$ cat src/rtl/ram_arbiter.sv
// ram_arbiter: round-robin sharing of one RAM port among NREQ cache requesters.
// One transaction at a time; each grant is followed by an ACCESS phase that
// ends on ramready or on the watchdog, and always returns through IDLE.
module ram_arbiter #(
    parameter int NREQ    = 4,
    parameter int TIMEOUT = 64,
    parameter int TW      = 7
) (
    input  logic                     CLK,
    input  logic                     nRST,
    input  logic [NREQ-1:0]          req_ren,
    input  logic [NREQ-1:0]          req_wen,
    input  logic [NREQ*32-1:0]       req_addr,
    input  logic [NREQ*32-1:0]       req_store,
    output logic [NREQ-1:0]          req_wait,
    output logic [31:0]              req_load,
    output logic                     ramREN,
    output logic                     ramWEN,
    output logic [31:0]              ramaddr,
    output logic [31:0]              ramstore,
    input  logic [31:0]              ramload,
    input  logic                     ramready,
    output logic [$clog2(NREQ)-1:0]  grant_id,
    output logic                     timeout_err
);

    localparam int IW = $clog2(NREQ);

    typedef enum logic {IDLE, ACCESS} state_t;

    state_t          state_q, state_d;
    logic [IW-1:0]   rr_ptr_q, rr_ptr_d;
    logic [IW-1:0]   grant_q, grant_d;
    logic [TW-1:0]   cnt_q, cnt_d;
    logic            ren_q, ren_d;
    logic            wen_q, wen_d;
    logic [31:0]     addr_q, addr_d;
    logic [31:0]     store_q, store_d;
    logic            timeout_q, timeout_d;

    logic [NREQ-1:0] pend;
    logic            found;
    logic [IW-1:0]   sel;
    logic [IW:0]     rot_idx;
    logic [IW:0]     next_ptr;
    logic            completing;

    assign pend       = req_ren | req_wen;
    assign completing = (state_q == ACCESS) && ramready;

    // Rotating priority search: first pending requester at or after rr_ptr.
    always_comb begin
        found    = 1'b0;
        sel      = '0;
        rot_idx  = '0;
        for (int k = 0; k < NREQ; k++) begin
            rot_idx = {1'b0, rr_ptr_q} + (IW+1)'(k);
            if (rot_idx >= (IW+1)'(NREQ))
                rot_idx = rot_idx - (IW+1)'(NREQ);
            if (!found && pend[rot_idx[IW-1:0]]) begin
                found = 1'b1;
                sel   = rot_idx[IW-1:0];
            end
        end
        next_ptr = {1'b0, sel} + (IW+1)'(1);
        if (next_ptr >= (IW+1)'(NREQ))
            next_ptr = next_ptr - (IW+1)'(NREQ);
    end

    // Next-state logic: grant in IDLE, finish or time out in ACCESS.
    always_comb begin
        state_d   = state_q;
        rr_ptr_d  = rr_ptr_q;
        grant_d   = grant_q;
        cnt_d     = cnt_q;
        ren_d     = ren_q;
        wen_d     = wen_q;
        addr_d    = addr_q;
        store_d   = store_q;
        timeout_d = 1'b0;
        unique case (state_q)
            IDLE: begin
                if (found) begin
                    state_d  = ACCESS;
                    grant_d  = sel;
                    rr_ptr_d = next_ptr[IW-1:0];
                    cnt_d    = '0;
                    // A write wins when a requester raises both enables.
                    wen_d    = req_wen[sel];
                    ren_d    = ~req_wen[sel];
                    addr_d   = req_addr[sel*32 +: 32];
                    store_d  = req_store[sel*32 +: 32];
                end
            end
            ACCESS: begin
                if (ramready) begin
                    state_d = IDLE;
                    ren_d   = 1'b0;
                    wen_d   = 1'b0;
                end else if (cnt_q == TW'(TIMEOUT-1)) begin
                    state_d   = IDLE;
                    ren_d     = 1'b0;
                    wen_d     = 1'b0;
                    timeout_d = 1'b1;
                end else begin
                    cnt_d = cnt_q + TW'(1);
                end
            end
            default: state_d = IDLE;
        endcase
    end

    // State and registered RAM-side outputs; reset drops any RAM operation.
    always_ff @(posedge CLK or negedge nRST) begin
        if (!nRST) begin
            state_q   <= IDLE;
            rr_ptr_q  <= '0;
            grant_q   <= '0;
            cnt_q     <= '0;
            ren_q     <= 1'b0;
            wen_q     <= 1'b0;
            addr_q    <= '0;
            store_q   <= '0;
            timeout_q <= 1'b0;
        end else begin
            state_q   <= state_d;
            rr_ptr_q  <= rr_ptr_d;
            grant_q   <= grant_d;
            cnt_q     <= cnt_d;
            ren_q     <= ren_d;
            wen_q     <= wen_d;
            addr_q    <= addr_d;
            store_q   <= store_d;
            timeout_q <= timeout_d;
        end
    end

    assign ramREN      = ren_q;
    assign ramWEN      = wen_q;
    assign ramaddr     = addr_q;
    assign ramstore    = store_q;
    assign grant_id    = grant_q;
    assign timeout_err = timeout_q;
    assign req_load    = completing ? ramload : 32'h0;

    // Each requester stalls while pending, except in its own completion cycle.
    generate
        for (genvar gi = 0; gi < NREQ; gi++) begin : g_wait
            assign req_wait[gi] = pend[gi] & ~(completing && (grant_q == IW'(gi)));
        end
    endgenerate

endmodule
$ cat config.mk
export PLATFORM = sky130hd
export DESIGN_NAME = ram_arbiter
export DESIGN_NICKNAME = d
export VERILOG_FILES = /design/src/rtl/ram_arbiter.sv
export SDC_FILE = /design/constraint.sdc
export NUM_CORES = 1
export LEC_CHECK = 0
export BUFFER_PORTS_ARGS = -buffer_cell sky130_fd_sc_hd__clkbuf_2
export CORE_AREA = 2 2 155 157
export CTS_BUF_LIST = sky130_fd_sc_hd__clkbuf_2 sky130_fd_sc_hd__clkbuf_4 sky130_fd_sc_hd__clkbuf_8
export CTS_CLUSTER_SIZE = 30
export DETAILED_ROUTE_END_ITERATION = 10
export DIE_AREA = 0 0 157 159
export MAX_ROUTING_LAYER = met4
export PLACE_DENSITY = 0.55
export SETUP_SLACK_MARGIN = 0.1
export SYNTH_ARGS = -nofsm -noshare
export SYNTH_HDL_FRONTEND = slang
export SYNTH_SLANG_ARGS = --single-unit
$ cat constraint.sdc
create_clock -name CLK -period 2.35 [get_ports CLK]
set_clock_uncertainty 0.15 [all_clocks]
set_input_delay 0.3525 -clock CLK [delete_from_list [all_inputs] [get_ports CLK]]
set_output_delay 0.3525 -clock CLK [all_outputs]
set_load 0.05 [all_outputs]
# --- Word-level counts from Yosys, hierarchy flattened ---
# Cells that the tools add are included.
totals:
  reg_bits: 79
  wordCells: 106
  output_inout_bits: 105
  inputBits: 299
classes:
  n_mux: 41
  magnitude_cmp: 10
  eq_ne: 8
  shift: 2
  add_sub_neg: 10
  n_reduce_logical: 15
  bitwise: 11
ops:
  columns: ["operator", "count"]
  rows:
  - ["$shiftx A128 B8 Y32", 2]
  - ["$mux W32", 1]
  - ["$mux W7", 3]
  - ["$mux W1", 19]
  - ["$mux W2", 9]
  - ["$lt A2 B3 Y1 const B", 5]
  - ["$pmux W7 S2", 1]
  - ["$ge A3 B3 Y1 const B", 4]
  - ["$bmux W1 S2", 5]
  - ["$sub A2 B1 Y2 const B", 5]
  - ["$logic_and A1 B1 Y1", 8]
  - ["$add A7 B1 Y7 const B", 1]
  - ["$eq A7 B6 Y1 const B", 1]
  - ["$add A2 B1 Y3 const B", 2]
  - ["$add A2 B2 Y3 const B", 2]
  - ["$ne A2 B2 Y1 const B", 3]
  - ["$not A1 Y1", 6]
  - ["$pmux W1 S2", 3]
  - ["$and A1 B1 Y1", 4]
  - ["$eq A2 B2 Y1 const B", 2]
  - ["$or A4 B4 Y4", 1]
  - ["$reduce_and A2 Y1", 2]
  - ["$ge A2 B3 Y1 const B", 1]
  - ["$logic_not A1 Y1", 3]
  - ["4 further kinds", 4]

# --- Longest topological paths before layout ---
# Gate-level depths: netlist of run 1.
depth:
  ltp_word: 19
  mapped_depth: 9
  mapped_depth_nobuf: 6

# --- Least setup slack after synthesis of run 1 ---
# Ideal clock, no wire load.
synth_path:
  kind: "input-to-reg"
  from: "input req_ren[0]"
  to: "register addr_q[0] (netlist: ramaddr[0])"
  cell_stages: 8
  n_path_buf: 3
  t_required_ns: 2.067
  setup_ns: 0.133
  path_slack_ns: 0.124
  arrival_time_ns: 1.943
  cell_sequence: "or4_4 > nor4_4 > or2_1 > buf_4 > or3_4 > buf_8 > buf_8 > o221ai_2"
synth_between:
  elab_chain_cells: 14
  elab_cells_between_ends: 25
  classes_between: "1 x shift; 16 x mux; 1 x bitwise; 7 x reduce/logical"
synth_lines:
  columns: ["item", "line_no", "text"]
  rows:
  - ["start: declaration", "11", "input logic [NREQ-1:0] req_ren,"]
  - ["$or A4 B4 Y4 (*)", "48", "assign pend = req_ren | req_wen;"]
  - ["$bmux W1 S2", "60", "if (!found && pend[rot_idx[IW-1:0]]) begin"]
  - ["$mux W1 (implied by the code)", "60", null]
  - ["$mux W1", "60", null]
  - ["$logic_not A1 Y1", "60", null]
  - ["$logic_and A1 B1 Y1", "60", null]
  - ["$mux W1", "60", null]
  - ["$logic_not A1 Y1", "60", null]
  - ["$logic_and A1 B1 Y1", "60", null]
  - ["$mux W1", "60", null]
  - ["$logic_not A1 Y1", "60", null]
  - ["$logic_and A1 B1 Y1", "60", null]
  - ["$mux W2 or $mux W1 (tied branches)", "60", null]
  - ["$shiftx A128 B8 Y32 or $reduce_and A2 Y1 (tied branches)", null, null]
  - ["end signal: assignment", "132", "addr_q <= addr_d;"]
  - ["end: declaration", "37", "logic [31:0] addr_q, addr_d;"]
# Every way passes the cells marked *; elsewhere a longest branch is shown, timed or not. The select of a mux whose other input is x is not followed.
# A chain may end at the register's enable or synchronous reset.

# --- Worst setup path after layout of run 1 ---
layout_path:
  from: "register rr_ptr_q[0]"
  to: "register addr_q[28] (netlist: ramaddr[28])"
layout_between:
  elab_chain_cells: 15
  elab_cells_between_ends: 39
  classes_between: "7 x add/sub; 4 x order compare; 1 x shift; 20 x mux; 7 x reduce/logical"
layout_lines:
  columns: ["item", "line_no", "text"]
  rows:
  - ["start: declaration", "32", "logic [IW-1:0] rr_ptr_q, rr_ptr_d;"]
  - ["start signal: assignment", "127", "rr_ptr_q <= rr_ptr_d;"]
  - ["branches (longest 15 deep; another with $add A2 B1 Y3)", null, null]
# Several ways; the timed one is not identified. The select of a mux whose other input is x is not followed.

==> run summary, run 1 <==
Mapped Nets -> 798
Synth area leaders -> dfrtp_1, mux2i_1, o221ai_2
Root buffer cell -> clkbuf_8
Clock sinks -> 79
Final Hold Viols -> 0
Sequential Power Share -> 19.4%
Drt first-iter violations -> 186
Switching share of total power -> 52.4%
Die Ht -> 159 um
Setup Slack @ Placement -> 0.0138 ns
Share of layout cells above drive strength 1 -> 58.8%
Post-synth top area cell -> dfrtp_1
DRT Pass-1 Iters -> 4
Yosys top cell area share -> 36.9%
GPL Wtd Cong -> 0.862
Synth top cells by count -> mux2i_1, dfrtp_1, nand2_1
Critical Path Start Type -> flop
Unique cell type count in the Yosys netlist -> 46
Setup TNS -> 0 ns
Register area share after synthesis -> 36.9%
Most frequent cell after synthesis -> mux2i_1
Worst hold path type -> in -> reg
Fin crit share -> 92.3%
Via/cell ratio -> 4.49
Antenna viol nets, final -> 0
Clk_lat worst skew -> 0.36 ns
Status -> finished clean
EDFF count, synth -> 0
Initial antenna violation count -> 0
Tot GR Track Use -> 15.5%
Hpwl dp -> 15.2 mm
Combinational share of power -> 71.0%
Routed wire length -> 19.6 mm
DR WL/cell -> 15.9 um
Largest net degree at the start of global routing -> 44
Peak Freq -> 0.461 GHz
Final-report setup violation count -> 0
Clock Power Share -> 9.7%
Max Cap Violations -> 0
Clk slew on worst S/H paths -> 0.10 ns
Layout net count -> 1211
H-tree levels -> 3
FF+latch count, synth -> 79
Final Cell Area -> 8400 um^2
Layout area overhead -> 56.8%
Max FO, Critical Path -> 11
Mapped Cells -> 498
Int Pwr -> 5.91 mW
Worst-Margin Slew -> 0.526 ns
Global-route wire length before repair -> 29.4 mm
YS warnings -> 0
CORE AREA -> 23200 um^2
RSZ-0062 raised after global routing -> yes
PortBufs -> 403
Mapped Avg Cell Area -> 10.8 um^2
Top_reg_cell synth -> dfrtp_1
Die width -> 157 um
Endpoint class of the critical path -> flop
Starting Density -> 23.1%
VDD IR max -> 610 uV
DR vias -> 5542
Net switching power -> 6.51 mW
Final WS setup -> 0.181 ns
P_leak -> 4.53 nW
Slew headroom -> 64.9%
GR Overflow Total -> 0
CTS tree -> yes
Antenna diode count -> 0
DRC -> 0
Full die area -> 25000 um^2
Critical Path RT -> 2.43 ns
Cell Area, Synth -> 5360 um^2
Arr. time, crit path -> 2.25 ns
Dpl cell area -> 7960 um^2
Fin. max-slew vios -> 0
FFs w/ async S/R, synth -> 100%
Power Density -> 1480 nW/um^2
Vias in the first global route -> 5516
Clk buf depth -> 2
Final core occ -> 36.2%
Crit Path Class -> reg -> reg
Tot Pwr -> 12.4 mW
Minimum clock period after layout -> 2.17 ns
IO Pins -> 404
Row Count -> 56
TritonCTS buffer count -> 9
## state kept, by name (all words and copies together), names as in the netlist
name	flops
ramWEN	1
ramstore	32
timeout_err	1
rr_ptr_q	2
ramaddr	32
grant_id	2
cnt_q	7
ramREN	1
state_q	1
## metrics by stage
stage / std cells / hold slack (ns)
after CTS: 1234 / 0.123
final: 1235 / 0.153
after detailed placement: 1213 / 0.208
after global placement: 1213 / 0.210
after floorplan: 498 / -0.0931
after global routing: 1235 / 0.146
## cell families after synthesis
group                    synth area share, %
XOR/XNOR                               0.327
buffers and inverters                   5.21
AND/OR/NAND/NOR                         12.8
adder cells (fa/ha/maj)                0.233
multiplexers                            23.9
flip-flops                              36.9
AO/OA/AOI/OAI                           20.7
## worst paths after layout
check / start / endpoint / slack (ns) / cells after the start
worst max-delay path: rr_ptr_q[0] / ramaddr[28] / 0.18 / 7
worst min-delay path: req_store[47] / ramstore[15] / 0.15 / 3
worst max register to register: rr_ptr_q[0] / ramaddr[28] / 0.18 / 7
worst min register to register: cnt_q[6] / timeout_err / 0.33 / 1
max in group asynchronous: nRST / ramstore[24] / 1.07 / 3
min in group asynchronous: nRST / ramaddr[28] / 0.36 / 2
## cells in the final DEF (no fill, tap or decap), types with 2 or more instances in the layout
cell and n:
buf_12 12, nand3b_1 2, clkbuf_2 402, inv_1 4
o221ai_2 49, nand3_1 5, and3_1 34, o21ai_4 2
or2_2 4, o21ai_0 8, a21oi_1 4, nor2_1 11
clkbuf_8 10, nand2_1 76, buf_4 27, nor2b_1 2
mux2i_1 115, clkinv_4 3, o31ai_1 2, o221ai_1 16
dfrtp_1 78, mux2i_2 12, bufinv_16 2, xnor2_1 2
## layout make-up
class                      instances  area (um^2)
clock buffer                      10          138
clock inverter                     6         93.8
fill                            2371        14800
inverter                           4         15.0
multi-input combinational        370         3200
sequential                        79         1980
tap                              319          399
timing repair buffer             447         2580
## power by group through the flow
| stage | clock [mW] | combinational [mW] | sequential [mW] |
|---|---|---|---|
| 6_report | 1.20 | 8.81 | 2.41 |
| 5_1_grt | 1.29 | 9.39 | 2.50 |
| 3_5_place_dp | 0 | 8.44 | 2.41 |
| 2_1_floorplan | 0 | 4.22 | 4.33 |
| 3_3_place_gp | 0 | 8.33 | 2.43 |
| 4_1_cts | 1.26 | 8.73 | 2.41 |
## worst max-delay path: stages, from the launching register on
cell and delay, ns:
dfrtp_1 0.42, o21bai_2 0.23, o311a_1 0.17, o21ai_4 0.22, buf_6 0.17, bufbuf_16 0.30
mux2i_1 0.24, o221ai_1 0.15
## routing by layer
metal,vias to the layer above,track usage [%],routed length [um]
met5,-,-,0
met2,227,26.4,9860
met4,0,4.88,321
met3,20,2.94,1160
met1,2575,18.3,8300
li1,2720,-,-
## repair_timing
item,CTS,global route
gates cloned,2,1
endpoints found under the hold margin,36,0
endpoints found under the setup margin,7,63
buffers inserted,2,0
pin swaps,1,1
hold buffers,1,0
resized for setup,0,23
Note: power is estimated with default switching activity, not from simulation.
==> run 2, diff against run 1 <==
- CELL_PAD_IN_SITES_DETAIL_PLACEMENT: unset -> 1
- CELL_PAD_IN_SITES_GLOBAL_PLACEMENT: unset -> 1
- CORE_AREA: 2 2 155 157 -> 2 2 157 159
- DIE_AREA: 0 0 157 159 -> 0 0 159 161
- PLACE_DENSITY: 0.55 -> 0.7
- clock period: 2.35 -> 2.4 ns (I/O delays scaled with it)
==> run 2 against run 1 <==
Final area is 0.43% higher. Global-route usage is 1.4 points higher. Fmax is 3.7% lower. Sequential share of layout area is 0.10 points lower. Critical path type unchanged. Highest routed layer unchanged. Setup slack worse by 0.033 ns. Clock-buffer cell count is 1 lower. Core utilization is 1.0 points lower. Flip-flop and latch count stayed put. Cell count is 1.7% higher. Routed wire length is 12% higher. Critical endpoint is now ramstore[6]. Sequential power hardly changed. Non-clock buffer count is 18 higher.
==> run summary, run 2 (synthesized netlist as in run 1, its figures left out) <==
Status -> finished clean
Final-report setup violation count -> 0 (unchanged)
Max FO, Critical Path -> 12 (+1)
RSZ-0062 raised after global routing -> yes
PortBufs -> 403 (unchanged)
CTS tree -> yes
Critical Path RT -> 2.49 ns (+0.06 ns)
Worst hold path type -> in -> reg
Initial antenna violation count -> 0 (unchanged)
Crit Path Class -> reg -> reg
Layout net count -> 1229 (+1.5%)
Fillers -> 2919 (+23%)
DR WL/cell -> 17.5 um (+10%)
Hpwl dp -> 17.7 mm (+17%)
Critical Path Start Type -> flop
Tot Pwr -> 12.3 mW (-0.93%)
VDD IR max -> 592 uV (-2.9%)
Peak Freq -> 0.444 GHz (-3.7%)
Worst-Margin Slew -> 0.575 ns (+0.0488 ns)
Final core occ -> 35.2% (-1.0 points)
Area occupied by multi-input gates -> 3150 um^2 (-1.6%)
Die Ht -> 161 um (+1.3%)
Global-route wire length before repair -> 33.4 mm (+13%)
Cells after DPL -> 1234 (+1.7%)
Minimum clock period after layout -> 2.25 ns (+0.0832 ns)
Vias in the first global route -> 6148 (+11%)
Worst hold start -> req_store[50]
Final Cell Area -> 8440 um^2 (+0.43%)
Final non-filler cell total -> 1256 (+1.7%)
Largest net degree at the start of global routing -> 42 (-4.5%)
Setup TNS -> 0 ns (unchanged)
FF/Latch Area -> 1980 um^2 (unchanged)
Tot GR Track Use -> 16.9% (+1.4 points)
Fin crit share -> 93.9% (+1.5 points)
DRC -> 0 (unchanged)
IO Pins -> 404 (unchanged)
Fin. max-slew vios -> 0 (unchanged)
GPL Wtd Cong -> 0.795 (-7.7%)
Arr. time, crit path -> 2.34 ns (+0.09 ns)
DR vias -> 5695 (+2.8%)
RR Startpoint -> rr_ptr_q[0]
Root buffer cell -> clkbuf_8
Full die area -> 25600 um^2 (+2.5%)
Routed wire length -> 22.0 mm (+12%)
Die width -> 159 um (+1.3%)
Via/cell ratio -> 4.53 (+1.0%)
Antenna diode count -> 0 (unchanged)
DRT Pass-1 Iters -> 4 (unchanged)
Layout area overhead -> 57.5%
Slew headroom -> 61.7% (-3.3 points)
H-tree levels -> 3 (unchanged)
Starting Density -> 22.4% (-0.74 points)
Drt first-iter violations -> 123 (-34%)
TritonCTS buffer count -> 9 (unchanged)
Dpl cell area -> 8080 um^2 (+1.6%)
Clk buf depth -> 2 (unchanged)
P_leak -> 4.59 nW (+1.4%)
CORE AREA -> 24000 um^2 (+3.3%)
Max Cap Violations -> 0 (unchanged)
Clock sinks -> 79 (unchanged)
GR Overflow Total -> 0 (unchanged)
CP startpoint -> rr_ptr_q[0]
Endpoint class of the critical path -> flop
Row Count -> 57 (+1.8%)
Final Hold Viols -> 0 (unchanged)
Power Density -> 1460 nW/um^2 (-1.4%)
Most frequent cells in the layout -> clkbuf_2, mux2i_1, dfrtp_1, nand2_1, o221ai_2
Clk slew on worst S/H paths -> 0.09 ns (about the same)
Commonest non-fill, non-tap cell in the layout -> clkbuf_2
Antenna viol nets, final -> 0 (unchanged)
Clk_lat worst skew -> 0.35 ns (about the same)
Share of layout cells above drive strength 1 -> 58.7% (-0.15 points)
## run 2: cell types whose count changed in the layout (fill, tap and decap cells not counted), sizes merged
cell	previous run	this run
bufbuf	1	0
clkinvlp	1	0
buf	42	60
## run 2: cell type report
cell class                 instances  share of cell area (%)
clock buffer                       9                    1.47
clock inverter                     5                   0.889
inverter                           4                   0.178
multi-input combinational        370                    37.4
sequential                        79                    23.4
tap                              324                    4.80
timing repair buffer             465                    31.9
## run 2: path summary, 6_finish.rpt
check | cells past startpoint | endpoint | slack [ns]
min in group asynchronous | 2 | ramaddr[19] | 0.38
worst min register to register | 1 | timeout_err | 0.32
worst max register to register | 10 | ramstore[6] | 0.15
worst max-delay path | 10 | ramstore[6] | 0.15
worst min-delay path | 3 | ramstore[18] | 0.17
max in group asynchronous | 3 | state_q | 1.05
## run 2: layer usage
layer	wire, um	global-route usage (%)	vias to the layer above
li1	-	-	2755
met4	357	4.42	0
met1	9110	19.5	2706
met2	11300	29.7	212
met3	1150	3.65	22
met5	0	-	-
## run 2: worst max-delay path, stage by stage (launching register included)
cell	delay (ns)
dfrtp_1	0.42
o21ba_2	0.31
a211oi_2	0.06
buf_4	0.14
o21ai_4	0.15
buf_12	0.14
buf_12	0.10
clkbuf_16	0.17
buf_4	0.15
mux2i_1	0.24
o221ai_2	0.11
## run 2: through the flow
stage / setup slack (ns) / hold WS, ns
2_1_floorplan: 0.166 / -0.0856
3_3_place_gp: 0.0800 / 0.234
3_5_place_dp: -0.00581 / 0.247
4_1_cts: 0.121 / 0.141
5_1_grt: 0.0610 / 0.145
6_report: 0.147 / 0.173
## run 2: timing repair
item                                    CTS  global route
endpoints found under the setup margin    0            43
buffers inserted                          0             5
resized for setup                         0            10
endpoints found under the hold margin    38             0
hold buffers                              1             0
## run 2: where the power goes
part | total, mW | switching [mW] | internal (mW)
registers | 2.39 | 0.426 | 1.96
logic | 8.84 | 5.52 | 3.33
clock network | 1.07 | 0.503 | 0.570
==> run 3, diff against run 2 <==
- CORE_AREA: 2 2 157 159 -> 5 5 155 157
- DIE_AREA: 0 0 159 161 -> 0 0 160 162
- PLACE_DENSITY: 0.7 -> 0.74
==> run 3 against run 2 <==
Sequential share of layout area about the same. Setup slack better by 0.037 ns. First-iteration DRC count up 86%. Final area about the same. Critical path depth down 2. Worst hold slack worse by 0.012 ns. Flip-flop and latch count unchanged. Total power up 0.99%. Fmax up 1.6%. Routed wire length up 5.4%. Largest power group unchanged.
==> run summary, run 3 (synthesized netlist as in run 1, its figures left out) <==
Status -> finished clean
Endpoint class of the critical path -> flop
Max FO, Critical Path -> 16 (+4)
CTS tree -> yes
FF-to-FF setup slack -> 0.18 ns (+0.04 ns)
Clk buf depth -> 2 (unchanged)
Peak Freq -> 0.451 GHz (+1.6%)
Critical Path RT -> 2.48 ns (about the same)
DRT Pass-1 Iters -> 4 (unchanged)
P_leak -> 4.52 nW (-1.6%)
CP startpoint -> rr_ptr_q[0]
GPL Wtd Cong -> 0.812 (+2.1%)
DRC -> 0 (unchanged)
Die width -> 160 um (+0.63%)
Dpl cell area -> 7960 um^2 (-1.5%)
Worst hold path depth -> 3 (unchanged)
TritonCTS buffer count -> 9 (unchanged)
Row Count -> 55 (-3.5%)
Commonest non-fill, non-tap cell in the layout -> clkbuf_2
Worst hold path type -> in -> reg
Setup Slack @ Placement -> 0.00916 ns (+0.0150 ns)
Largest net degree at the start of global routing -> 47 (+12%)
Fin. max-slew vios -> 0 (unchanged)
Routed wire length -> 23.1 mm (+5.4%)
Antenna diode count -> 0 (unchanged)
Drt first-iter violations -> 229 (+86%)
Full die area -> 25900 um^2 (+1.3%)
Minimum clock period after layout -> 2.22 ns (-0.0365 ns)
Hold Slack -> 0.161 ns (-0.0120 ns)
RSZ-0062 raised after global routing -> no
Most frequent cells in the layout -> clkbuf_2, mux2i_1, dfrtp_1, nand2_1, o221ai_2
DR WL/cell -> 19.2 um (+9.6%)
Power Density -> 1470 nW/um^2 (+1.0%)
Clk slew on worst S/H paths -> 0.10 ns (about the same)
Clk_lat worst skew -> 0.35 ns (about the same)
R2R cell count -> 8 (-2)
H-tree levels -> 3 (unchanged)
Tot GR Track Use -> 17.3% (+0.48 points)
Final WS setup -> 0.184 ns (+0.0365 ns)
Final non-filler cell total -> 1208 (-3.8%)
Max Cap Violations -> 0 (unchanged)
Layout area overhead -> 57.4% (about the same)
PortBufs -> 403 (unchanged)
Worst reg2reg endpoint -> ramstore[22]
Global-route wire length before repair -> 35.2 mm (+5.5%)
Die Ht -> 162 um (+0.62%)
Hpwl dp -> 18.6 mm (+5.2%)
Via/cell ratio -> 4.81 (+6.0%)
Share of layout cells above drive strength 1 -> 60.2% (+1.5 points)
Arr. time, crit path -> 2.30 ns (-0.04 ns)
IO Pins -> 404 (unchanged)
Clock sinks -> 79 (unchanged)
Antenna viol nets, final -> 0 (unchanged)
Final Cell Area -> 8440 um^2 (about the same)
Slew headroom -> 70.0% (+8.3 points)
GR Overflow Total -> 0 (unchanged)
CORE AREA -> 22400 um^2 (-6.7%)
Critical Path Start Type -> flop
Final-report setup violation count -> 0 (unchanged)
VDD IR max -> 559 uV (-5.6%)
Layout net count -> 1218 (-0.90%)
RR Startpoint -> rr_ptr_q[0]
Setup TNS -> 0 ns (unchanged)
Initial antenna violation count -> 0 (unchanged)
Fin crit share -> 92.3% (-1.5 points)
Worst-Margin Slew -> 0.450 ns (-0.125 ns)
Cells after DPL -> 1182 (-4.2%)
Critical Path Sink -> ramstore[22]
Vias in the first global route -> 6510 (+5.9%)
Crit Path Class -> reg -> reg
Root buffer cell -> clkbuf_8
DR vias -> 5805 (+1.9%)
Starting Density -> 24.0% (+1.6 points)
Final Hold Viols -> 0 (unchanged)
run 3: cell types whose count changed in the layout (fill, tap and decap cells not counted), sizes merged:
| cell | previous run | this run |
|---|---|---|
| buf | 60 | 50 |
| clkinvlp | 0 | 1 |
run 3: area by class of cell:
class / instances / area (um^2)
clock buffers: 10 / 138
clock inverters: 6 / 93.8
fillers: 2668 / 13900
inverters: 4 / 15.0
multi-input cells: 370 / 3240
flip-flops and latches: 79 / 1980
well taps: 285 / 357
repair buffers: 454 / 2620
run 3: power breakdown:
part           internal [mW]  total [mW]  switching [mW]
clock                  0.620        1.17           0.546
combinational           3.31        8.87            5.57
sequential              1.96        2.39           0.427
total                   5.89        12.4            6.54
run 3: what timing repair did:
item,4_1_cts,5_1_grt
endpoints found under the hold margin,79,0
setup buffers,0,7
gates cloned,0,2
hold buffers,1,0
pin swaps,0,1
endpoints found under the setup margin,11,66
gates resized for setup,2,31
run 3: per-stage QoR:
stage / power, mW / util (%)
final: 12.4 / 37.7
after global routing: 13.2 / 37.7
after CTS: 12.1 / 36.7
after detailed placement: 10.9 / 35.6
after global placement: 10.7 / 35.6
after floorplan: 8.37 / -
run 3: worst min-delay path by stage:
stage                        start            to  slack (ns)
floorplan                     nRST      cnt_q[0]       -0.09
finish              req_store[107]  ramstore[11]        0.16
global route         req_store[44]  ramstore[12]        0.14
CTS                  req_store[43]  ramstore[11]        0.12
global placement              nRST  ramstore[25]        0.04
detailed placement            nRST  ramstore[25]        0.04
run 3: critical path, stage by stage, from the launching register on:
cell      delay [ns]
dfrtp_1         0.44
o21ba_4         0.27
a211oi_1        0.06
buf_4           0.15
o21ai_4         0.21
buf_12          0.21
buf_4           0.18
mux2i_1         0.27
o221ai_2        0.14
run 3: per-layer routing:
layer | vias to the layer above | track usage (%) | share of wire, %
li1 | 2740 | - | -
met1 | 2798 | 19.9 | 41
met2 | 237 | 30.8 | 52
met3 | 30 | 3.81 | 5.2
met4 | 0 | 4.69 | 1.6
met5 | - | - | 0
